[config.mk]
export PLATFORM = sky130hd
export DESIGN_NAME = vec_mem_arbiter
export DESIGN_NICKNAME = d
export VERILOG_FILES = /design/src/rtl/vec_mem_pkg.sv /design/src/rtl/vec_fetch_seq.sv /design/src/rtl/vec_mem_arbiter.sv
export SDC_FILE = /design/constraint.sdc
export NUM_CORES = 1
export LEC_CHECK = 0
export BUFFER_PORTS_ARGS = -buffer_cell sky130_fd_sc_hd__clkbuf_2
export CORE_ASPECT_RATIO = 0.5
export CORE_MARGIN = 2
export CORE_UTILIZATION = 44
export CTS_CLUSTER_SIZE = 40
export DETAILED_ROUTE_END_ITERATION = 10
export MAX_ROUTING_LAYER = met4
export PLACE_DENSITY = 0.73
export SYNTH_ARGS = -nofsm -noshare
export SYNTH_HDL_FRONTEND = slang
export SYNTH_SLANG_ARGS = --single-unit
[constraint.sdc]
create_clock -name clk -period 3.2 [get_ports clk]
set_input_delay 0.64 -clock clk [delete_from_list [all_inputs] [get_ports clk]]
set_output_delay 0.64 -clock clk [all_outputs]
set_load 0.02 [all_outputs]
[src/rtl/vec_mem_pkg.sv]
// Shared types and defaults for the vector RAM arbiter and its fetch sequencer.
package vec_mem_pkg;

    localparam int          ADDR_W_DEF     = 13;
    localparam logic [15:0] VEC_BASE_DEF   = 16'h2000;
    localparam logic [12:0] ROM_OFFSET_DEF = 13'h1000;

    typedef enum logic [1:0] {
        F_IDLE,
        F_EVEN,
        F_ODD,
        F_WAIT
    } fetch_state_t;

    typedef enum logic [1:0] {
        TAG_NONE,
        TAG_CPU,
        TAG_EVEN,
        TAG_ODD
    } rd_tag_t;

endpackage

[src/rtl/vec_fetch_seq.sv]
// AVG instruction fetch sequencer: latches the word address, issues the even
// and odd byte reads as grants allow, and assembles the 16-bit instruction.
module vec_fetch_seq
    import vec_mem_pkg::*;
#(
    parameter int          ADDR_W   = ADDR_W_DEF,
    parameter logic [15:0] VEC_BASE = VEC_BASE_DEF
) (
    input  logic              clk,
    input  logic              rst_l,
    input  logic              fetch_req,
    input  logic [15:0]       fetch_addr,
    input  logic              fetch_abort,
    input  logic              beat_grant,
    input  rd_tag_t           rd_tag,
    input  logic [7:0]        mem_rdata,
    output logic              beat_req,
    output logic [ADDR_W-1:0] beat_addr,
    output logic              fetch_ack,
    output logic              fetch_valid,
    output logic [15:0]       fetch_data
);

    fetch_state_t      state_q, state_d;
    logic [ADDR_W-2:0] word_q, word_d;
    logic [7:0]        hi_q, hi_d;
    logic [15:0]       data_q, data_d;
    logic              ack_q, ack_d;
    logic              valid_q, valid_d;

    logic [15:0] rel_addr;
    logic        unused_bits;

    assign rel_addr    = fetch_addr - VEC_BASE;
    assign unused_bits = ^{rel_addr[15:ADDR_W], rel_addr[0]};

    // Abort cancels the beat in the same cycle so no stale byte is requested.
    assign beat_req  = !fetch_abort && (state_q == F_EVEN || state_q == F_ODD);
    assign beat_addr = {word_q, state_q == F_ODD};

    always_comb begin
        state_d = state_q;
        word_d  = word_q;
        hi_d    = hi_q;
        data_d  = data_q;
        ack_d   = 1'b0;
        valid_d = 1'b0;
        if (fetch_abort) begin
            state_d = F_IDLE;
        end else begin
            case (state_q)
                F_IDLE: begin
                    if (fetch_req) begin
                        word_d  = rel_addr[ADDR_W-1:1];
                        ack_d   = 1'b1;
                        state_d = F_EVEN;
                    end
                end
                F_EVEN: begin
                    if (beat_grant) state_d = F_ODD;
                end
                F_ODD: begin
                    if (rd_tag == TAG_EVEN) hi_d = mem_rdata;
                    if (beat_grant) state_d = F_WAIT;
                end
                F_WAIT: begin
                    if (rd_tag == TAG_ODD) begin
                        data_d  = {hi_q, mem_rdata};
                        valid_d = 1'b1;
                    end
                    state_d = F_IDLE;
                end
                default: state_d = F_IDLE;
            endcase
        end
    end

    always_ff @(posedge clk or negedge rst_l) begin
        if (!rst_l) begin
            state_q <= F_IDLE;
            word_q  <= '0;
            hi_q    <= '0;
            data_q  <= '0;
            ack_q   <= 1'b0;
            valid_q <= 1'b0;
        end else begin
            state_q <= state_d;
            word_q  <= word_d;
            hi_q    <= hi_d;
            data_q  <= data_d;
            ack_q   <= ack_d;
            valid_q <= valid_d;
        end
    end

    assign fetch_ack   = ack_q;
    assign fetch_valid = valid_q;
    assign fetch_data  = data_q;

endmodule

[src/rtl/vec_mem_arbiter.sv]
// Single-port vector RAM arbiter: download writes, buffered CPU accesses and
// AVG instruction fetch share one RAM port with fixed priority dl > CPU > fetch.
module vec_mem_arbiter
    import vec_mem_pkg::*;
#(
    parameter int                ADDR_W     = ADDR_W_DEF,
    parameter logic [15:0]       VEC_BASE   = VEC_BASE_DEF,
    parameter logic [ADDR_W-1:0] ROM_OFFSET = ROM_OFFSET_DEF
) (
    input  logic              clk,
    input  logic              rst_l,
    input  logic              clk_3MHz_en,
    input  logic              dl_wr,
    input  logic [11:0]       dl_addr,
    input  logic [7:0]        dl_data,
    input  logic              cpu_we,
    input  logic              cpu_re,
    input  logic [15:0]       cpu_addr,
    input  logic [7:0]        cpu_wdata,
    output logic [7:0]        cpu_rdata,
    output logic              cpu_busy,
    output logic              cpu_overrun,
    input  logic              fetch_req,
    input  logic [15:0]       fetch_addr,
    input  logic              fetch_abort,
    output logic              fetch_ack,
    output logic              fetch_valid,
    output logic [15:0]       fetch_data,
    output logic [ADDR_W-1:0] mem_addr,
    output logic              mem_we,
    output logic [7:0]        mem_wdata,
    input  logic [7:0]        mem_rdata
);

    logic              busy_q, busy_d;
    logic              op_we_q, op_we_d;
    logic [ADDR_W-1:0] op_addr_q, op_addr_d;
    logic [7:0]        op_wdata_q, op_wdata_d;
    logic              overrun_q, overrun_d;
    logic [7:0]        rdata_q, rdata_d;
    rd_tag_t           tag_q, tag_d;

    logic              dl_grant;
    logic              cpu_grant;
    logic              fetch_grant;
    logic              capture;
    logic [15:0]       cpu_rel;
    logic [ADDR_W-1:0] dl_ram_addr;
    logic              beat_req;
    logic [ADDR_W-1:0] beat_addr;
    logic              unused_hi;

    assign cpu_rel     = cpu_addr - VEC_BASE;
    assign unused_hi   = ^cpu_rel[15:ADDR_W];
    assign dl_ram_addr = ADDR_W'(dl_addr) + ROM_OFFSET;
    assign capture     = clk_3MHz_en && (cpu_we || cpu_re);

    // dl_wr is gated by reset so the RAM port stays quiet while rst_l is low.
    assign dl_grant    = rst_l && dl_wr;
    assign cpu_grant   = !dl_wr && busy_q;
    assign fetch_grant = !dl_wr && !busy_q && beat_req;

    always_comb begin
        mem_addr  = '0;
        mem_we    = 1'b0;
        mem_wdata = '0;
        tag_d     = TAG_NONE;
        if (dl_grant) begin
            mem_addr  = dl_ram_addr;
            mem_we    = 1'b1;
            mem_wdata = dl_data;
        end else if (cpu_grant) begin
            mem_addr  = op_addr_q;
            mem_we    = op_we_q;
            mem_wdata = op_we_q ? op_wdata_q : 8'h00;
            tag_d     = op_we_q ? TAG_NONE : TAG_CPU;
        end else if (fetch_grant) begin
            mem_addr  = beat_addr;
            tag_d     = beat_addr[0] ? TAG_ODD : TAG_EVEN;
        end
    end

    // A capture while the previous op is still waiting overwrites it; an op
    // being issued this very cycle is not lost, so that is not an overrun.
    always_comb begin
        busy_d     = busy_q && !cpu_grant;
        op_we_d    = op_we_q;
        op_addr_d  = op_addr_q;
        op_wdata_d = op_wdata_q;
        overrun_d  = overrun_q;
        if (capture) begin
            busy_d     = 1'b1;
            op_we_d    = cpu_we;
            op_addr_d  = cpu_rel[ADDR_W-1:0];
            op_wdata_d = cpu_wdata;
            if (busy_q && !cpu_grant) overrun_d = 1'b1;
        end
        rdata_d = (tag_q == TAG_CPU) ? mem_rdata : rdata_q;
    end

    always_ff @(posedge clk or negedge rst_l) begin
        if (!rst_l) begin
            busy_q     <= 1'b0;
            op_we_q    <= 1'b0;
            op_addr_q  <= '0;
            op_wdata_q <= '0;
            overrun_q  <= 1'b0;
            rdata_q    <= '0;
            tag_q      <= TAG_NONE;
        end else begin
            busy_q     <= busy_d;
            op_we_q    <= op_we_d;
            op_addr_q  <= op_addr_d;
            op_wdata_q <= op_wdata_d;
            overrun_q  <= overrun_d;
            rdata_q    <= rdata_d;
            tag_q      <= tag_d;
        end
    end

    assign cpu_busy    = busy_q;
    assign cpu_overrun = overrun_q;
    assign cpu_rdata   = rdata_q;

    vec_fetch_seq #(
        .ADDR_W   (ADDR_W),
        .VEC_BASE (VEC_BASE)
    ) u_fetch (
        .clk         (clk),
        .rst_l       (rst_l),
        .fetch_req   (fetch_req),
        .fetch_addr  (fetch_addr),
        .fetch_abort (fetch_abort),
        .beat_grant  (fetch_grant),
        .rd_tag      (tag_q),
        .mem_rdata   (mem_rdata),
        .beat_req    (beat_req),
        .beat_addr   (beat_addr),
        .fetch_ack   (fetch_ack),
        .fetch_valid (fetch_valid),
        .fetch_data  (fetch_data)
    );

endmodule
==> results of run 1 <==
==> per-stage QoR <==
step                instances  power [W]  worst slack (ns)  instance area (um^2)
floorplan                 255    0.00171             0.949                  3370
global route              477    0.00297             0.335                  4300
CTS                       477    0.00286             0.474                  4300
global placement          461    0.00189             0.682                  4030
detailed placement        461    0.00194             0.622                  4030
finish                    477    0.00282             0.502                  4300
==> critical path: stages (launching register included) <==
cell and delay (ns):
dfrtp_1 0.38, inv_1 0.10, ha_1 0.33, nor4b_4 0.24, buf_4 0.25, a221oi_1 0.10, nor2_1 0.14, clkbuf_2 0.19
==> logic make-up after synthesis <==
logic type / count (synthesis)
buffers and inverters: 21
DFF: 74
muxes: 65
and+or+nand+nor: 60
adders and majority gates: 5
AOI/OAI and AO/OA: 30
==> final cells by class <==
type	count	area (um^2)	share of cell area
clock buffers	11	243	0.0564
clock inverters	5	30.0	0.00698
inverters	7	26.3	0.00611
multi-input cells	160	1390	0.324
flip-flops and latches	74	1850	0.431
well taps	96	120	0.0279
repair buffers	124	638	0.148
==> metal layers <==
layer	up-vias	wire length (um)	part of all wire
met5	-	0	0
met4	0	61	0.0086
met3	5	292	0.041
met2	56	3560	0.50
met1	1148	3200	0.45
li1	1143	-	-
==> placed cells by master, fill, tap and decap left out, types with 2 or more instances in the layout <==
master and count:
clkinv_2 3, a221oi_2 2, mux2_4 17, o311ai_0 2, clkbuf_2 117, nand2_1 23
inv_1 7, nor2_1 24, clkbuf_16 9, or4_1 2, nand2b_1 2, mux2_2 48
buf_4 7, ha_1 5, dfrtp_1 74, o2111ai_1 2, a21oi_1 10, a221oi_1 9
clkinvlp_4 2
==> cell usage after synthesis, drive strengths merged <==
library cell / count
o21bai: 1
inv: 7
o311ai: 2
nor3b: 1
a221o: 1
and2: 1
nor2: 24
nand2: 23
dfrtp: 74
or4: 2
a21oi: 11
and3b: 1
buf: 12
clkbuf: 2
nor4b: 1
nand2b: 2
o2111ai: 2
nand3: 2
nor2b: 2
or2: 1
a221oi: 11
o21ai: 2
mux2: 65
ha: 5
==> flip-flops by register name, indices dropped and copies added, names as in the netlist <==
register             count
op_we_q                  1
op_addr_q               13
u_fetch.word_q          12
u_fetch.fetch_data      16
u_fetch.fetch_ack        1
u_fetch.hi_q             8
cpu_rdata                8
tag_q                    2
cpu_overrun              1
u_fetch.state_q          2
op_wdata_q               8
cpu_busy                 1
u_fetch.fetch_valid      1
==> power groups by stage <==
stage	Combinational (W)	Clock, W	Sequential (W)
2_1_floorplan	0.000423	0	0.00128
3_3_place_gp	0.000653	0	0.00124
3_5_place_dp	0.000679	0	0.00126
4_1_cts	0.000683	0.000932	0.00124
5_1_grt	0.000739	0.000968	0.00126
6_report	0.000675	0.000907	0.00124
==> path summary, 6_finish.rpt <==
kind,to,startpoint,depth (start not counted)
max reg2reg,u_fetch.hi_q[6]$_DFFE_PN0P_,u_fetch.state_q[0]$_DFFE_PN0P_,4
max,mem_addr[9],u_fetch.state_q[0]$_DFFE_PN0P_,7
min in group clk,cpu_overrun$_DFFE_PN0P_,cpu_overrun$_DFFE_PN0P_,1
min reg2reg,cpu_overrun$_DFFE_PN0P_,cpu_overrun$_DFFE_PN0P_,1
max in group asynchronous,u_fetch.fetch_data[10]$_DFFE_PN0P_,rst_l,2
min,u_fetch.word_q[1]$_DFFE_PN0P_,rst_l,1
==> impl_metrics.xml, run 1 <==
<?xml version="1.0" encoding="UTF-8"?>
<metrics>
  <group name="sta">
    <metric name="maxSlewViolCount" unit="">0</metric>
    <metric name="skew" unit="ns">0.00613</metric>
    <metric name="hold_viol" unit="">0</metric>
    <metric name="slew-limit-headroom" unit="">0.529</metric>
    <metric name="unrepaired_setup_endpoints_after_global_routing" unit="">no</metric>
    <metric name="timing.hold.ws" unit="ns">0.192</metric>
    <metric name="max_slew.worst_pin.slew" unit="ns">0.707</metric>
    <metric name="period_minus_slack" unit="ns">2.70</metric>
    <metric name="fmax" unit="MHz">371</metric>
    <metric name="fin_tns_setup" unit="ns">0</metric>
    <metric name="fin_crit_sh" unit="">0.843</metric>
    <metric name="setup_viol" unit="">0</metric>
  </group>
  <group name="synth">
    <metric name="post_synth_main_area_contributors" unit="">dfrtp_1, mux2_2, mux2_4</metric>
    <metric name="synth_compound_area_frac" unit="">0.0694</metric>
    <metric name="post_synthesis_simple_gate_area_fraction" unit="">0.0887</metric>
    <metric name="dominant_combinational_cell_family_by_area_after_synthesis" unit="">multiplexers</metric>
    <metric name="netlist.top_cell.by_area" unit="">dfrtp_1</metric>
    <metric name="synth_mux_area_frac" unit="">0.236</metric>
    <metric name="gate_count_post_synth" unit="">255</metric>
    <metric name="synth-adder-area-share" unit="">0.0186</metric>
    <metric name="synthesis.yosys.warnings" unit="">0</metric>
    <metric name="netlist-cell-type-count" unit="">32</metric>
    <metric name="synth-seq-cells" unit="">74</metric>
    <metric name="yosys.area_share.xor_xnor" unit="">0</metric>
    <metric name="mappedNetlistNets" unit="">336</metric>
    <metric name="syn_avg_cell_area" unit="um^2">13.2</metric>
    <metric name="syn_area" unit="mm^2">0.00337</metric>
    <metric name="seq_area_frac_synth" unit="">0.549</metric>
    <metric name="synth_top_area_frac" unit="">0.549</metric>
  </group>
  <group name="outcome">
    <metric name="outcome" unit="">completed</metric>
  </group>
  <group name="die">
    <metric name="initial_utilization" unit="">0.457</metric>
    <metric name="dieWidth" unit="um">128</metric>
    <metric name="fp-row-count" unit="">22</metric>
    <metric name="ioPinCount" unit="">126</metric>
    <metric name="design.core.area" unit="mm^2">0.00738</metric>
    <metric name="design.die.area" unit="mm^2">0.00842</metric>
    <metric name="height_of_the_die" unit="um">65.9</metric>
  </group>
  <group name="global_routing">
    <metric name="first_global_vias" unit="">2366</metric>
    <metric name="grt_antenna_before_repair" unit="">0</metric>
    <metric name="groute.layer.met2.usage" unit="">0.297</metric>
    <metric name="grt_max_degree" unit="">56</metric>
    <metric name="overall_overflow_remaining_after_global_route" unit="">0</metric>
    <metric name="met1_usage" unit="">0.220</metric>
    <metric name="track_usage" unit="">0.182</metric>
    <metric name="globalRouteMet3Util" unit="">0.0550</metric>
    <metric name="grt_pass1_wl" unit="mm">11.4</metric>
    <metric name="grt_busiest_layer" unit="">met2</metric>
  </group>
  <group name="clock_tree">
    <metric name="cts_post_setup_buffers_inserted" unit="">0</metric>
    <metric name="clock-sinks" unit="">74</metric>
    <metric name="cts_htree_levels" unit="">3</metric>
    <metric name="cts_buffers" unit="">9</metric>
    <metric name="clockRootBuffer" unit="">clkbuf_16</metric>
    <metric name="cts.repair.resized" unit="">0</metric>
    <metric name="clk_pin_slew" unit="ns">0.06</metric>
    <metric name="worst_skew_pair.late_latency" unit="ns">0.32</metric>
    <metric name="post_cts_hold_buffer_count" unit="">0</metric>
    <metric name="cts_buffer_depth" unit="">2</metric>
    <metric name="cts_tree" unit="">built</metric>
  </group>
  <group name="placed_design">
    <metric name="detailed_place_hpwl" unit="mm">5.16</metric>
    <metric name="globalplace.congestion" unit="">0.759</metric>
    <metric name="port-buffer-count" unit="">118</metric>
  </group>
  <group name="power_and_ir_drop">
    <metric name="switching_share" unit="">0.291</metric>
    <metric name="power_frac_clock" unit="">0.321</metric>
    <metric name="total_switching_power" unit="W">0.000821</metric>
    <metric name="power_density" unit="mW/mm^2">656</metric>
    <metric name="power_frac_comb" unit="">0.239</metric>
    <metric name="leakage" unit="nW">2.20</metric>
    <metric name="cell_internal_pwr" unit="W">0.00200</metric>
    <metric name="pwr-share-seq" unit="">0.439</metric>
    <metric name="vdd_drop_max" unit="uV">332</metric>
  </group>
  <group name="setup_path">
    <metric name="slack_of_the_worst_reg_to_reg_path" unit="ns">1.41</metric>
    <metric name="crit_path_start_kind" unit="">flop</metric>
    <metric name="critical_path.endpoint_type" unit="">primary output</metric>
    <metric name="critical_path_fanout_max" unit="">12</metric>
    <metric name="crit_arrival" unit="ns">2.06</metric>
    <metric name="cp.required" unit="ns">2.56</metric>
    <metric name="path_class" unit="">reg2out</metric>
  </group>
  <group name="cells_and_area">
    <metric name="drive_gt1_frac" unit="">0.559</metric>
    <metric name="diodes" unit="">0</metric>
    <metric name="nets" unit="">457</metric>
    <metric name="post-route-util" unit="">0.583</metric>
    <metric name="area.growth.synth_to_final" unit="%">27.6</metric>
    <metric name="fillerInstances" unit="">634</metric>
  </group>
  <group name="routing">
    <metric name="vias_per_instance" unit="">4.93</metric>
    <metric name="route.detailed.wl_per_inst" unit="um">14.9</metric>
    <metric name="first_iter_violations" unit="">100</metric>
    <metric name="drc_errors" unit="">0</metric>
    <metric name="detail_route.wirelength" unit="mm">7.12</metric>
    <metric name="via_count" unit="">2352</metric>
    <metric name="ant_nets" unit="">0</metric>
    <metric name="firstDrtPassIters" unit="">4</metric>
  </group>
  <group name="hold_path">
    <metric name="min-delay-path-class" unit="">in2async</metric>
  </group>
  <group name="flow_run">
    <metric name="cap_violations" unit="">0</metric>
  </group>
</metrics>
Power figures use the tool's default switching activity.
==> inputs of run 2 (changes only) <==
--- a/config.mk
+++ b/config.mk
@@ -12,7 +12,7 @@
 export CTS_CLUSTER_SIZE = 40
 export DETAILED_ROUTE_END_ITERATION = 10
 export MAX_ROUTING_LAYER = met4
-export PLACE_DENSITY = 0.73
+export PLACE_DENSITY = 0.76
 export SYNTH_ARGS = -nofsm -noshare
 export SYNTH_HDL_FRONTEND = slang
 export SYNTH_SLANG_ARGS = --single-unit
==> constraint.sdc (replaced) <==
create_clock -name clk -period 2.2 [get_ports clk]
set_input_delay 0.44 -clock clk [delete_from_list [all_inputs] [get_ports clk]]
set_output_delay 0.44 -clock clk [all_outputs]
set_load 0.02 [all_outputs]
==> impl_metrics.xml, run 2 (synthesis results as in run 1) <==
<?xml version="1.0" encoding="UTF-8"?>
<metrics>
  <group name="routing">
    <metric name="first_iter_violations" unit="">117</metric>
    <metric name="drc_errors" unit="">0</metric>
    <metric name="ant_nets" unit="">0</metric>
    <metric name="vias_per_instance" unit="">5.06</metric>
    <metric name="route.detailed.wl_per_inst" unit="um">15.6</metric>
    <metric name="firstDrtPassIters" unit="">4</metric>
    <metric name="via_count" unit="">2479</metric>
    <metric name="detail_route.wirelength" unit="mm">7.64</metric>
  </group>
  <group name="global_routing">
    <metric name="first_global_vias" unit="">2532</metric>
    <metric name="overall_overflow_remaining_after_global_route" unit="">0</metric>
    <metric name="grt_pass1_wl" unit="mm">12.5</metric>
    <metric name="track_usage" unit="">0.200</metric>
    <metric name="grt_max_degree" unit="">67</metric>
    <metric name="grt_antenna_before_repair" unit="">0</metric>
  </group>
  <group name="cells_and_area">
    <metric name="fillerInstances" unit="">577</metric>
    <metric name="multi_input_gate_area" unit="mm^2">0.00144</metric>
    <metric name="most_common_cell_after_layout_fill_and_taps_aside" unit="">clkbuf_2</metric>
    <metric name="post-route-util" unit="">0.617</metric>
    <metric name="area.growth.synth_to_final" unit="%">34.9</metric>
    <metric name="final_cell_mix" unit="">clkbuf_2, dfrtp_1, mux2_2, buf_4, nor2_1</metric>
    <metric name="diodes" unit="">0</metric>
    <metric name="largest_reg_flops" unit="">16</metric>
    <metric name="register_cell_area_after_layout" unit="mm^2">0.00185</metric>
    <metric name="nets" unit="">470</metric>
    <metric name="drive_gt1_frac" unit="">0.591</metric>
  </group>
  <group name="die">
    <metric name="dieWidth" unit="um">128</metric>
    <metric name="height_of_the_die" unit="um">65.9</metric>
    <metric name="design.die.area" unit="mm^2">0.00842</metric>
    <metric name="ioPinCount" unit="">126</metric>
    <metric name="initial_utilization" unit="">0.457</metric>
    <metric name="design.core.area" unit="mm^2">0.00738</metric>
    <metric name="fp-row-count" unit="">22</metric>
  </group>
  <group name="setup_path">
    <metric name="cp.required" unit="ns">1.76</metric>
    <metric name="worst_r2r_startpoint" unit="">u_fetch.state_q[0]$_DFFE_PN0P_</metric>
    <metric name="crit_buf_inv" unit="">3</metric>
    <metric name="critical_path.endpoint_type" unit="">primary output</metric>
    <metric name="crit_path_start_kind" unit="">flop</metric>
    <metric name="setup.worst_path.start" unit="">u_fetch.state_q[1]$_DFFE_PN0P_</metric>
    <metric name="cp_slowest_cell" unit="">dfrtp_1</metric>
    <metric name="critPathTopFamily" unit="">buffers and inverters</metric>
    <metric name="max_stage_delay" unit="ns">0.37</metric>
    <metric name="path_class" unit="">reg2out</metric>
    <metric name="timing.critical_path.cells" unit="">inv_2 -&gt; ha_4 -&gt; nor4b_4 -&gt; buf_4 -&gt; nand2_4 -&gt; a21oi_4 -&gt; buf_8</metric>
    <metric name="critical_path_fanout_max" unit="">3</metric>
    <metric name="crit_arrival" unit="ns">1.87</metric>
  </group>
  <group name="power_and_ir_drop">
    <metric name="pwr-share-seq" unit="">0.405</metric>
    <metric name="power_density" unit="mW/mm^2">984</metric>
    <metric name="cell_internal_pwr" unit="W">0.00321</metric>
    <metric name="vdd_drop_max" unit="uV">535</metric>
    <metric name="leakage" unit="nW">2.34</metric>
    <metric name="power_frac_comb" unit="">0.260</metric>
    <metric name="switching_share" unit="">0.282</metric>
    <metric name="total_switching_power" unit="W">0.00126</metric>
    <metric name="finalPower" unit="W">0.00448</metric>
    <metric name="power_frac_clock" unit="">0.335</metric>
  </group>
  <group name="sta">
    <metric name="skew" unit="ns">0.00654</metric>
    <metric name="setup_viol" unit="">13</metric>
    <metric name="slew-limit-headroom" unit="">0.452</metric>
    <metric name="fmax" unit="MHz">433</metric>
    <metric name="post-route-worst-setup-slack" unit="ns">-0.111</metric>
    <metric name="maxSlewViolCount" unit="">0</metric>
    <metric name="unrepaired_setup_endpoints_after_global_routing" unit="">yes</metric>
    <metric name="max_slew.worst_pin.slew" unit="ns">0.822</metric>
    <metric name="period_minus_slack" unit="ns">2.31</metric>
    <metric name="hold_viol" unit="">0</metric>
    <metric name="fin_crit_sh" unit="">1.05</metric>
    <metric name="fin_tns_setup" unit="ns">-0.869</metric>
  </group>
  <group name="clock_tree">
    <metric name="clock-sinks" unit="">74</metric>
    <metric name="clockRootBuffer" unit="">clkbuf_16</metric>
    <metric name="cts_tree" unit="">built</metric>
    <metric name="clk_pin_slew" unit="ns">0.06</metric>
    <metric name="cts_buffer_depth" unit="">2</metric>
    <metric name="worst_skew_pair.late_latency" unit="ns">0.33</metric>
    <metric name="cts_buffers" unit="">9</metric>
    <metric name="cts_htree_levels" unit="">3</metric>
  </group>
  <group name="outcome">
    <metric name="outcome" unit="">finished, violations left</metric>
    <metric name="violations" unit="">negative setup slack</metric>
  </group>
  <group name="hold_path">
    <metric name="min-delay-path-class" unit="">in2async</metric>
  </group>
  <group name="placed_design">
    <metric name="detailed_place_hpwl" unit="mm">5.16</metric>
    <metric name="globalplace.congestion" unit="">0.782</metric>
    <metric name="port-buffer-count" unit="">118</metric>
  </group>
  <group name="flow_run">
    <metric name="cap_violations" unit="">0</metric>
  </group>
</metrics>
[run 2: per-stage QoR]
| stage | worst slack, ns | hold slack, ns | instance area (um^2) | std cells |
|---|---|---|---|---|
| floorplan | 0.149 | 0.144 | 3370 | 255 |
| global placement | 0.142 | 0.272 | 4060 | 465 |
| detailed placement | 0.0899 | 0.274 | 4060 | 465 |
| CTS | -0.0922 | 0.331 | 4520 | 490 |
| global route | -0.221 | 0.335 | 4550 | 490 |
| finish | -0.111 | 0.335 | 4550 | 490 |
[run 2: metal layers]
metal,routed length (um),vias to the layer above,GRT usage
met5,0,-,-
met4,115,0,0.0563
met3,355,15,0.0623
met2,3960,65,0.338
met1,3210,1225,0.237
li1,-,1174,-
[run 2: what timing repair did]
item                                    in CTS  in global routing
gates resized for setup                     23                 17
hold endpoints to repair                     8                  0
endpoints found under the setup margin      13                 22
hold buffers                                 1                  0
buffers inserted                             7                  0
gates cloned                                 1                  0
pin swaps                                   13                  4
[run 2: final timing paths]
check | depth (start not counted) | slack, ns | end
max | 7 | -0.11 | mem_addr[0]
min | 2 | 0.34 | u_fetch.word_q[4]$_DFFE_PN0P_
max in group asynchronous | 2 | 1.33 | u_fetch.fetch_data[1]$_DFFE_PN0P_
min reg2reg | 1 | 0.48 | cpu_overrun$_DFFE_PN0P_
max reg2reg | 6 | 0.49 | u_fetch.hi_q[4]$_DFFE_PN0P_
min in group clk | 2 | 0.34 | u_fetch.word_q[0]$_DFFE_PN0P_
[run 2: power by group through the flow]
stage                     registers [W]  logic, W  clock network [W]
after floorplan                 0.00186  0.000616                  0
after global placement          0.00180  0.000954                  0
after detailed placement        0.00183   0.00100                  0
after CTS                       0.00180   0.00114            0.00154
after global routing            0.00185   0.00126            0.00161
final                           0.00181   0.00117            0.00150
[run 2: area by class of cell]
class	instances	share of cell area
Tap cell	96	0.0264
Timing Repair Buffer	137	0.174
Inverter	7	0.00578
Clock buffer	12	0.0586
Multi-Input combinational cell	160	0.317
Sequential cell	74	0.407
Clock inverter	4	0.0107
